**src/rtl/timer_pkg.sv**
```systemverilog
// timer_pkg: constants shared by the timer control FSM and the countdown
// datapath. This covers the 2-bit state codes and the BCD digit limits, plus
// a per-digit clamp helper that is applied when a preset is loaded.
package timer_pkg;
  localparam logic [1:0] ST_IDLE  = 2'b00;
  localparam logic [1:0] ST_RUN   = 2'b01;
  localparam logic [1:0] ST_PAUSE = 2'b10;

  localparam logic [3:0] DIGIT_MAX    = 4'd9;
  localparam logic [3:0] SEC_TENS_MAX = 4'd5;

  // Any digit above lim is saturated to lim.
  function automatic logic [3:0] clamp_digit(input logic [3:0] d, input logic [3:0] lim);
    return (d > lim) ? lim : d;
  endfunction
endpackage

```
**src/rtl/timer_tick_gen.sv**
```systemverilog
// timer_tick_gen: free-running prescaler that emits a one-cycle tick.
//   clk    in   rising-edge clock
//   rst_n  in   asynchronous active-low reset
//   en     in   count enable
//   clr    in   synchronous clear (has priority over en)
//   tick   out  high in the cycle where the count is TICKS-1 and en is high.
//                The count wraps to 0 on that same edge.
module timer_tick_gen #(
  parameter int TICKS = 4,
  parameter int W     = 3
) (
  input  logic clk,
  input  logic rst_n,
  input  logic en,
  input  logic clr,
  output logic tick
);
  logic [W-1:0] r_cnt;
  logic         w_wrap;

  assign w_wrap = (r_cnt == W'(TICKS - 1));
  assign tick   = en & w_wrap;

  always_ff @(posedge clk or negedge rst_n) begin
    if (!rst_n)    r_cnt <= '0;
    else if (clr)  r_cnt <= '0;
    else if (en)   r_cnt <= w_wrap ? '0 : r_cnt + 1'b1;
  end
endmodule

```
**src/rtl/timer_countdown.sv**
```systemverilog
// timer_countdown: BCD MM:SS countdown datapath that is driven by the timer
// state code.
//   c             in   clock, rising edge
//   r             in   asynchronous active-low reset
//   currentState  in   [1:0] 00 idle, 01 run, 10/11 pause
//   preset_min    in   [7:0] BCD minutes {tens, ones}
//   preset_sec    in   [7:0] BCD seconds {tens, ones}
//   min_bcd       out  [7:0] current minutes
//   sec_bcd       out  [7:0] current seconds
//   expired       out  sticky flag. It sets when the count is or becomes
//                      00:00 while running, and clears in idle.
//   done          out  one-cycle pulse that is raised together with expired
//   alarm         out  only present with TIMER_ALARM_EN. It toggles every
//                      half second while expired and running.
// Optional feature macro: TIMER_ALARM_EN.
module timer_countdown
  import timer_pkg::*;
#(
  parameter int TICKS_PER_SEC = 50000000,
  parameter int PRESCALE_W    = 26
) (
  input  logic       c,
  input  logic       r,
  input  logic [1:0] currentState,
  input  logic [7:0] preset_min,
  input  logic [7:0] preset_sec,
  output logic [7:0] min_bcd,
  output logic [7:0] sec_bcd,
  output logic       expired,
`ifdef TIMER_ALARM_EN
  output logic       alarm,
`endif
  output logic       done
);
  logic [7:0] r_min, r_sec;
  logic       r_expired, r_done;
  logic [7:0] w_min_nxt, w_sec_nxt;
  logic [7:0] w_min_ld, w_sec_ld;
  logic       w_run, w_idle, w_tick, w_zero, w_nxt_zero;

  assign w_idle = (currentState == ST_IDLE);
  // Code 11 is treated as pause, so only 01 counts as running.
  assign w_run  = (currentState == ST_RUN);

  timer_tick_gen #(.TICKS(TICKS_PER_SEC), .W(PRESCALE_W)) u_sec_tick (
    .clk(c), .rst_n(r), .en(w_run), .clr(w_idle), .tick(w_tick)
  );

  assign w_min_ld = {clamp_digit(preset_min[7:4], DIGIT_MAX),
                     clamp_digit(preset_min[3:0], DIGIT_MAX)};
  assign w_sec_ld = {clamp_digit(preset_sec[7:4], SEC_TENS_MAX),
                     clamp_digit(preset_sec[3:0], DIGIT_MAX)};

  assign w_zero = (r_min == 8'h00) && (r_sec == 8'h00);

  // BCD borrow chain. At 00:00 the count holds and does not wrap.
  always_comb begin
    w_min_nxt = r_min;
    w_sec_nxt = r_sec;
    if (w_tick && !w_zero) begin
      if (r_sec[3:0] != 4'd0) w_sec_nxt[3:0] = r_sec[3:0] - 4'd1;
      else begin
        w_sec_nxt[3:0] = DIGIT_MAX;
        if (r_sec[7:4] != 4'd0) w_sec_nxt[7:4] = r_sec[7:4] - 4'd1;
        else begin
          w_sec_nxt[7:4] = SEC_TENS_MAX;
          if (r_min[3:0] != 4'd0) w_min_nxt[3:0] = r_min[3:0] - 4'd1;
          else begin
            w_min_nxt[3:0] = DIGIT_MAX;
            w_min_nxt[7:4] = r_min[7:4] - 4'd1;
          end
        end
      end
    end
  end

  assign w_nxt_zero = (w_min_nxt == 8'h00) && (w_sec_nxt == 8'h00);

  always_ff @(posedge c or negedge r) begin
    if (!r) begin
      r_min     <= 8'h00;
      r_sec     <= 8'h00;
      r_expired <= 1'b0;
      r_done    <= 1'b0;
    end else if (w_idle) begin
      r_min     <= w_min_ld;
      r_sec     <= w_sec_ld;
      r_expired <= 1'b0;
      r_done    <= 1'b0;
    end else if (w_run) begin
      r_min <= w_min_nxt;
      r_sec <= w_sec_nxt;
      if (w_nxt_zero) r_expired <= 1'b1;
      // Pulse only on the rising edge. The sticky flag blocks any re-pulse.
      r_done <= w_nxt_zero & ~r_expired;
    end else begin
      r_done <= 1'b0;
    end
  end

  assign min_bcd = r_min;
  assign sec_bcd = r_sec;
  assign expired = r_expired;
  assign done    = r_done;

`ifdef TIMER_ALARM_EN
  logic w_half_tick, w_alarm_en, r_alarm;

  assign w_alarm_en = r_expired & w_run;

  // Held in clear until expired rises, so the phase starts from 0.
  timer_tick_gen #(.TICKS(TICKS_PER_SEC / 2), .W(PRESCALE_W)) u_half_tick (
    .clk(c), .rst_n(r), .en(w_alarm_en), .clr(~r_expired), .tick(w_half_tick)
  );

  always_ff @(posedge c or negedge r) begin
    if (!r)               r_alarm <= 1'b0;
    else if (!w_alarm_en) r_alarm <= 1'b0;
    else if (w_half_tick) r_alarm <= ~r_alarm;
  end

  assign alarm = r_alarm;
`endif
endmodule

```
**config.mk**
```make
export PLATFORM = sky130hd
export DESIGN_NAME = timer_countdown
export DESIGN_NICKNAME = d
export VERILOG_FILES = /design/src/rtl/timer_pkg.sv /design/src/rtl/timer_tick_gen.sv /design/src/rtl/timer_countdown.sv
export SDC_FILE = /design/constraint.sdc
export NUM_CORES = 1
export LEC_CHECK = 0
export ABC_AREA = 1
export CORE_UTILIZATION = 61
export DETAILED_ROUTE_END_ITERATION = 8
export PLACE_DENSITY_LB_ADDON = 0.2
export RECOVER_POWER = 50
export SYNTH_ARGS = -nofsm -noshare
export SYNTH_HDL_FRONTEND = slang
export SYNTH_SLANG_ARGS = --single-unit
export TNS_END_PERCENT = 20
```
**constraint.sdc**
```tcl
create_clock -name c -period 3.2 [get_ports c]
set_input_delay 0.32 -clock c [delete_from_list [all_inputs] [get_ports c]]
set_output_delay 0.32 -clock c [all_outputs]
set_load 0.02 [all_outputs]
```
==> metrics.yaml <==
status: "finished with violations"
failed_checks: "max-capacitance violations, max-slew violations"
peakVddDrop_mv: 0.341
grt_util_all_layers_pct: 29.9
gp_congestion: 0.927
r2r_slack_ns: 0.80
crit_family: "simple AND/OR/NAND/NOR gates"
synthDistinctLibCells: 36
netlist_instances: 484
die_width_microns: 73.9
vias_per_cell: 5.49
fmax_mhz: 417
worstMarginPinSlew_ns: 2.33
dp_hpwl_microns: 5640
layout-drive-gt1-share_pct: 9.77
setup_viol: 0
skew_ns: 0.00525
ys_seq_elements: 44
cts_tree: "done"
num_rows: 25
crit_chain: "ha_1 > nand4_2 > nor2_1 > nand3_1 > nor2_2 > nand4_1 > nand3_1 > nor2_2 > nand4_1 > a21oi_1"
cts_root_buf: "clkbuf_8"
min_path_type: "reg -> reg"
power_density_nw_per_um2: 367
drc: 0
finalCritPeriodShare_pct: 74.9
seq_area_frac_synth_pct: 34.9
grt_overflow_total: 0
maxCapViolCount: 1
rr_startpoint: "u_sec_tick.r_cnt[0]$_DFFE_PN0P_"
cp_slowest_stage_delay_ns: 0.49
path_buf_inv: 0
dr.pass1.iters: 7
diodes: 0
p_leak_nw: 1.79
slowest_stage: "nor2_2"
hold_viol: 0
hold_path_startpoint: "expired$_DFFE_PN0P_"
cts_resized: 0
cp_max_fo: 15
slew_violations: 45
rr_endpoint: "expired$_DFFE_PN0P_"
nFillCells: 392
post_cts_buffers: 0
dieArea_sq_um: 5460
crit_type: "reg -> reg"
die_h_microns: 73.9
fin_nets: 544
ctsHoldBuffers: 0
grt_first_pass_wirelength_microns: 12600
cp-end-kind: "register"
coreArea_sq_um: 4850
route.vias.total: 3236
synthesis.nets: 507
clock-sinks: 44
synth-warning-count: 0
insertion_delay_ns: 0.30
min_path_cells: 1
setup-tns-final_ns: 0
rsz0062_at_grt: "no"
wirelength_microns: 7540
routedWlPerCell_microns: 12.8
min_period_ns: 2.40
syn2layout_area_growth_pct: 16.0
final_common_cell: "nand2_1"
ant_nets: 0
htree_levels: 2
r2r_cells: 10
io_buffers: 37
avgSynthCellArea_sq_um: 6.52
antenna_found_initial: 0
grt_pass1_vias: 2779
drt_iter0_markers: 231
clock_path_buffers: 2
cts_buffers: 5
initial_core_util_pct: 65.1
final_cell_mix: "173 x nand2_1, 59 x nor2_1, 51 x inv_1"
grt_max_degree: 45
cts.clk_slew.worst_paths_ns: 0.09
cp.required_ns: 3.39
cp.arrival_ns: 2.59
power_mw: 1.34
netlist_area_sq_um: 3160
relSlewSlack_pct: -55.5
min_to: "done$_DFF_PN0_"
startpoint_type: "register"
ios: 38
## worst max-delay path by stage
| stage | cells after the start | to | slack [ns] | from |
|---|---|---|---|---|
| after floorplan | 15 | expired$_DFFE_PN0P_ | 1.28 | min_bcd[4]$_DFFE_PN0P_ |
| after detailed placement | 12 | expired$_DFFE_PN0P_ | 0.74 | currentState[1] |
| after global routing | 12 | expired$_DFFE_PN0P_ | 0.54 | u_sec_tick.r_cnt[0]$_DFFE_PN0P_ |
| after global placement | 10 | expired$_DFFE_PN0P_ | 0.87 | currentState[1] |
| final | 10 | expired$_DFFE_PN0P_ | 0.80 | u_sec_tick.r_cnt[0]$_DFFE_PN0P_ |
| after CTS | 12 | u_sec_tick.r_cnt[22]$_DFFE_PN0P_ | 0.97 | u_sec_tick.r_cnt[0]$_DFFE_PN0P_ |
## cell usage after synthesis (all sizes together)
master	count	area share, %
a21oi	10	1.6
nand4	6	1.6
a22o	1	0.28
nand2	182	23
o21ai	36	5.7
clkbuf	6	0.71
dfrtp	44	35
nor2	70	9.4
nand3b	1	0.24
inv	58	6.9
o32ai	1	0.28
a21o	1	0.24
o211ai	1	0.24
xnor2	2	0.56
clkinv	1	0.12
nor4	1	0.40
o22ai	7	1.4
a31oi	4	0.79
xor2	5	1.4
nor3	7	2.1
o21bai	1	0.24
nand3	30	5.6
a32o	2	0.63
buf	4	1.0
ha	3	1.2
## state kept, by name, summed over array words and instances (netlist names)
signal,cells
done,1
expired,1
u_sec_tick.r_cnt,26
min_bcd,8
sec_bcd,8
## metrics by stage
step / area [sq um] / hold slack (ns) / util [%] / cells / worst slack, ns
floorplan: 3160 / 0.0244 / - / 484 / 1.28
global placement: 3570 / 0.500 / 73.7 / 581 / 0.867
detailed placement: 3570 / 0.499 / 73.7 / 581 / 0.738
CTS: 3660 / 0.205 / 75.6 / 589 / 0.969
global route: 3660 / 0.531 / 75.5 / 589 / 0.542
finish: 3660 / 0.512 / 75.5 / 589 / 0.804
## kinds of logic (layout without fill, tap and decap cells)
logic type               count (synthesis)  count (layout)  synth area share, %
AO/OA/AOI/OAI                           64              64                 11.4
XOR/XNOR                                 7               7                 1.94
adder cells (fa/ha/maj)                  3               3                 1.19
buffers and inverters                   69             107                 8.76
flip-flops                              44              44                 34.9
AND/OR/NAND/NOR                        297             297                 41.8
## worst register-to-register path, delay by kind of cell (launching register included)
| kind | cells | cell delay [ns] |
|---|---|---|
| DFF | 1 | 0.41 |
| and+or+nand+nor | 8 | 1.56 |
| adders and majority gates | 1 | 0.25 |
| AOI/OAI and AO/OA | 1 | 0.07 |
## layer usage
metal / global-route usage (%) / part of all wire [%] / up-vias
met5: 0 / 0 / -
met4: 8.76 / 1.7 / 0
met3: 4.66 / 7.0 / 18
met2: 45.9 / 45 / 150
met1: 43.6 / 47 / 1453
li1: - / - / 1615
## area by class of cell
| class | instances | area (sq um) | area share, % |
|---|---|---|---|
| Multi-Input combinational cell | 371 | 1780 | 48.5 |
| Tap cell | 67 | 83.8 | 2.29 |
| Clock inverter | 2 | 10.0 | 0.273 |
| Timing Repair Buffer | 40 | 387 | 10.6 |
| Sequential cell | 44 | 1100 | 30.1 |
| Inverter | 59 | 221 | 6.05 |
| Clock buffer | 6 | 82.6 | 2.26 |
## report_power, final
part | switching, mW | total (mW) | internal [mW]
clock | 0.198 | 0.371 | 0.173
combinational | 0.213 | 0.349 | 0.136
sequential | 0.0406 | 0.623 | 0.582
Note: power is estimated with default switching activity, not from simulation.
